### config.mk
export PLATFORM = sky130hd
export DESIGN_NAME = bch_ecc_loader
export DESIGN_NICKNAME = d
export VERILOG_FILES = /design/src/rtl/bch_ecc_loader.sv
export SDC_FILE = /design/constraint.sdc
export NUM_CORES = 1
export LEC_CHECK = 0
export CAP_MARGIN = 20
export CORE_MARGIN = 5
export CORE_UTILIZATION = 51
export DETAILED_ROUTE_END_ITERATION = 6
export PLACE_DENSITY = 0.88
export SLEW_MARGIN = 15
export SYNTH_ARGS = -nofsm -noshare
export SYNTH_HDL_FRONTEND = slang
export SYNTH_SLANG_ARGS = --single-unit
### constraint.sdc
create_clock -name I_clk -period 3.4 [get_ports I_clk]
set_clock_uncertainty 0.05 [all_clocks]
set_input_delay 0.34 -clock I_clk [delete_from_list [all_inputs] [get_ports I_clk]]
set_output_delay 0.34 -clock I_clk [all_outputs]
set_load 0.005 [all_outputs]
### src/rtl/bch_ecc_loader.sv
// Reads the stored BCH helper-data bytes back from byte-wide memory and presents
// {data, ecc} as one codeword over a valid/ready handshake.
//
// state   | meaning
// --------+------------------------------------------------------------
// S_IDLE  | waiting for start; data word latched on acceptance
// S_READ  | one memory read per cycle, LP_NBYTES reads back to back
// S_DRAIN | waiting for the remaining read responses to be captured
// S_VALID | codeword presented and held until the consumer takes it
module bch_ecc_loader #(
    parameter int C_DATA_BITS     = 4,
    parameter int C_ECC_BITS      = 20,
    parameter int C_MEM_ADDR_SIZE = 10,
    parameter int C_MEM_DATA_SIZE = 8,
    parameter int C_BASE_ADDR     = 0,
    parameter int C_MEM_LAT       = 1
) (
    input  logic                              I_clk,
    input  logic                              I_rstn,
    input  logic                              I_start,
    input  logic [C_DATA_BITS-1:0]            I_data,
    output logic [C_MEM_ADDR_SIZE-1:0]        O_mem_raddr,
    output logic                              O_ren,
    input  logic [C_MEM_DATA_SIZE-1:0]        I_mem_rdata,
    output logic [C_DATA_BITS+C_ECC_BITS-1:0] O_codeword,
    output logic                              O_valid,
    input  logic                              I_ready,
    output logic                              O_busy
);

    localparam int LP_NBYTES = (C_ECC_BITS + C_MEM_DATA_SIZE - 1) / C_MEM_DATA_SIZE;
    localparam int LP_CW     = (LP_NBYTES > 1) ? $clog2(LP_NBYTES) : 1;

    typedef enum logic [1:0] {
        S_IDLE  = 2'd0,
        S_READ  = 2'd1,
        S_DRAIN = 2'd2,
        S_VALID = 2'd3
    } state_t;

    state_t                       state_q, state_d;
    logic [LP_CW-1:0]             rd_left_q;
    logic [LP_CW-1:0]             cap_idx_q;
    logic [C_MEM_ADDR_SIZE-1:0]   raddr_q;
    logic [C_MEM_LAT-1:0]         ren_pipe_q;
    logic [C_DATA_BITS-1:0]       data_q;
    logic [C_ECC_BITS-1:0]        ecc_q;
    logic [C_ECC_BITS-1:0]        cap_mask;
    logic [C_ECC_BITS-1:0]        rdata_rep;
    logic                         start_acc;
    logic                         issue;
    logic                         cap_en;
    logic                         cap_last;

    assign issue     = (state_q == S_READ);
    assign start_acc = (state_q == S_IDLE) && I_start;
    assign cap_en    = ren_pipe_q[C_MEM_LAT-1];
    assign cap_last  = cap_en && (cap_idx_q == LP_CW'(LP_NBYTES - 1));

    // Each ECC bit knows which byte slot and which byte lane feeds it; bits of
    // the last byte above C_ECC_BITS simply have no destination.
    for (genvar b = 0; b < C_ECC_BITS; b++) begin : g_bit
        assign rdata_rep[b] = I_mem_rdata[b % C_MEM_DATA_SIZE];
        assign cap_mask[b]  = cap_en && (cap_idx_q == LP_CW'(b / C_MEM_DATA_SIZE));
    end

    always_comb begin
        state_d = state_q;
        case (state_q)
            S_IDLE:  if (I_start)          state_d = S_READ;
            S_READ:  if (rd_left_q == '0)  state_d = S_DRAIN;
            S_DRAIN: if (cap_last)         state_d = S_VALID;
            S_VALID: if (I_ready)          state_d = S_IDLE;
            default:                       state_d = S_IDLE;
        endcase
    end

    always_ff @(posedge I_clk) begin
        if (!I_rstn) begin
            state_q    <= S_IDLE;
            rd_left_q  <= '0;
            cap_idx_q  <= '0;
            raddr_q    <= '0;
            ren_pipe_q <= '0;
            data_q     <= '0;
            ecc_q      <= '0;
        end else begin
            state_q <= state_d;
            // Delayed read enable marks the cycle each response is on the bus.
            ren_pipe_q[0] <= issue;
            for (int i = 1; i < C_MEM_LAT; i++) begin
                ren_pipe_q[i] <= ren_pipe_q[i-1];
            end
            if (start_acc) begin
                data_q    <= I_data;
                ecc_q     <= '0;
                rd_left_q <= LP_CW'(LP_NBYTES - 1);
                cap_idx_q <= '0;
                raddr_q   <= C_MEM_ADDR_SIZE'(C_BASE_ADDR);
            end
            if (issue) begin
                raddr_q   <= raddr_q + C_MEM_ADDR_SIZE'(1);
                rd_left_q <= rd_left_q - LP_CW'(1);
            end
            if (cap_en) begin
                ecc_q     <= (ecc_q & ~cap_mask) | (rdata_rep & cap_mask);
                cap_idx_q <= cap_idx_q + LP_CW'(1);
            end
        end
    end

    assign O_ren       = issue;
    assign O_mem_raddr = issue ? raddr_q : '0;
    assign O_valid     = (state_q == S_VALID);
    assign O_busy      = (state_q != S_IDLE);
    assign O_codeword  = {data_q, ecc_q};

endmodule

==> impl_metrics.env <==
export IMPL_grt_overflow=0
export IMPL_seq_area_frac_synth_pct=43.3
export IMPL_setup_viol=0
export IMPL_post_cts_buffers=0
export IMPL_num_fill_cells=318
export IMPL_row_count=22
export IMPL_insertion_delay_ps=300
export IMPL_syn2layout_area_growth_pct=32.8
export IMPL_grt_pass1_vias=1756
export IMPL_synthTopCellsByArea="dfxtp_1 (43%), a21oi_1 (8.7%), ha_1 (6.6%)"
export IMPL_final_common_cell="clkdlybuf4s50_1"
export IMPL_viasPerCell=5.71
export IMPL_fin_crit_ps=2650
export IMPL_die_area_sq_mm=0.00504
export IMPL_cp_arrival_ps=2260
export IMPL_path_max_fanout=30
export IMPL_ant_nets=0
export IMPL_die_w_microns=71.0
export IMPL_numClockSinks=41
export IMPL_drc=0
export IMPL_final_cell_mix="clkdlybuf4s50_1 (52), dfxtp_1 (41), a21oi_1 (33)"
export IMPL_placedCellCount=314
export IMPL_via_count=1838
export IMPL_crit_chain="inv_1 -> ha_1 -> and2_2 -> clkdlybuf4s50_1"
export IMPL_die_h_microns=71.0
export IMPL_grt_start_max_net_pins=31
export IMPL_rsz0062_at_grt="false"
export IMPL_slew_headroom_pct=43.6
export IMPL_drive_gt1_share_pct=5.11
export IMPL_htree_levels=2
export IMPL_power_density_mw_per_mm2=558
export IMPL_wirelength_microns=4670
export IMPL_critPathCaptureType="primary output"
export IMPL_power_mw=1.41
export IMPL_synth_seq_cells=41
export IMPL_drv_slew=0
export IMPL_core_sq_mm=0.00363
export IMPL_initial_core_util_pct=52.2
export IMPL_fin_crit_sh_pct=78.0
export IMPL_status="finished, final reports clean"
export IMPL_clkTransAtPathRegs_ps=70
export IMPL_yosys_area_top_type="dfxtp_1"
export IMPL_synth_area_sq_mm=0.00190
export IMPL_drt_iter0_drc=211
export IMPL_final_net_count=299
export IMPL_hp_class="reg2reg"
export IMPL_setup_tns_ps=0
export IMPL_cts_tree="yes"
export IMPL_drv_cap=0
export IMPL_synth_edf_count=0
export IMPL_crit_path_max_incr_delay_ps=720
export IMPL_synth_top_cell_area_share_pct=43.3
export IMPL_syn_nets=252
export IMPL_final_cells=322
export IMPL_avgRoutedWirePerCell_microns=14.5
export IMPL_cts_resized_gates=0
export IMPL_gp_congestion=0.830
export IMPL_antenna_found_initial=0
export IMPL_hold_viol=0
export IMPL_crit_slowest_cell="ha_1"
export IMPL_crit_type="reg2out"
export IMPL_cts_hold_buf=0
export IMPL_synth_cell_types=33
export IMPL_dr_pass1_iters=4
export IMPL_fmax_ghz=0.377
export IMPL_syn_avg_cell_area_sq_um=8.39
export IMPL_numCtsBuffers=5
export IMPL_cts_path_max_buffers=2
export IMPL_startpoint_type="register"
export IMPL_synth_ff_type="dfxtp_1"
export IMPL_synthArstFlopShare_pct=0
export IMPL_num_io_pins=53
export IMPL_power_leakage_nw=0.863
export IMPL_holdWs_ps=404
export IMPL_synth_warnings=0
export IMPL_dp_hpwl_microns=3270
export IMPL_cp_required_ps=3010
export IMPL_tightestPinTransition_ps=846
export IMPL_grt_pass1_wl_microns=7730
export IMPL_netlist_instances=226
export IMPL_grt_use_total_pct=18.7
export IMPL_clockRootBuffer="clkbuf_8"
export IMPL_io_buffers=52
export IMPL_ir_drop_v=0.000469
export IMPL_antenna_cells=0
-- sequential cells by signal (all words and copies together), names as in the netlist --
name       count
cap_en         1
rd_left_q      2
data_q         4
cap_idx_q      2
state_q        2
ecc_q         20
raddr_q       10
-- cell usage after synthesis, types with 2 or more instances --
cell and count:
nor2_1 4, clkbuf_1 11, buf_2 3, nand3_1 24, or4_1 4, mux2i_1 4
nand3b_1 2, o311ai_0 3, a21oi_1 33, inv_1 9, o21ai_1 3, dfxtp_1 41
a311oi_1 3, o21ai_0 17, nor2b_1 6, and2_1 10, nand2_1 20, a31oi_1 2
or3_1 2, ha_1 10, nand2b_1 3
-- path summary, 6_finish.rpt --
| path | start | endpoint | slack (ps) | cells after the start |
|---|---|---|---|---|
| max reg2reg | state_q[1]$_SDFFE_PN0P_ | raddr_q[5]$_SDFFE_PN0P_ | 1240 | 5 |
| max | state_q[1]$_SDFFE_PN0P_ | O_mem_raddr[2] | 750 | 4 |
| min | data_q[1]$_SDFFE_PN0P_ | data_q[1]$_SDFFE_PN0P_ | 400 | 2 |
| min reg2reg | data_q[1]$_SDFFE_PN0P_ | data_q[1]$_SDFFE_PN0P_ | 400 | 2 |
-- per-layer routing --
metal | global-route usage [%] | vias up | wire [microns]
li1 | - | 895 | -
met5 | 0 | - | 0
met4 | 6.05 | 0 | 38
met1 | 23.4 | 868 | 2020
met2 | 30.6 | 68 | 2250
met3 | 5.97 | 7 | 361
-- power breakdown --
group / switching, mW / leakage (nW) / internal [mW]
logic: 0.273 / 0.486 / 0.226
registers: 0.0645 / 0.333 / 0.535
clock network: 0.164 / 0.0450 / 0.142
-- final cells by class --
class | count | area [sq um] | area share [%]
inverters | 9 | 33.8 | 1.34
clock inverters | 2 | 10.0 | 0.398
repair buffers | 54 | 536 | 21.3
multi-input cells | 162 | 985 | 39.1
flip-flops and latches | 41 | 821 | 32.6
well taps | 48 | 60.1 | 2.39
clock buffers | 6 | 72.6 | 2.88
-- worst max-delay path: cells and delay by family, from the launching register on --
family                     cells  cell delay [ps]
DFF                            1              350
buffers and inverters          2              620
and+or+nand+nor                1              280
adders and majority gates      1              720
-- per-stage QoR --
step           setup WS, ps  util [%]  area [sq um]
2_1_floorplan          1690         -          1900
3_3_place_gp           1160      67.0          2430
3_5_place_dp           1100      67.0          2430
4_1_cts                 761      69.3          2520
5_1_grt                 559      69.3          2520
6_report                746      69.3          2520
-- cells by family after synthesis --
group | Yosys count | synth area share, %
and+or+nand+nor | 80 | 22.3
DFF | 41 | 43.3
AOI/OAI and AO/OA | 68 | 20.9
adders and majority gates | 10 | 6.60
muxes | 4 | 2.11
buffers and inverters | 23 | 4.75
(Power assumes the default switching activity.)
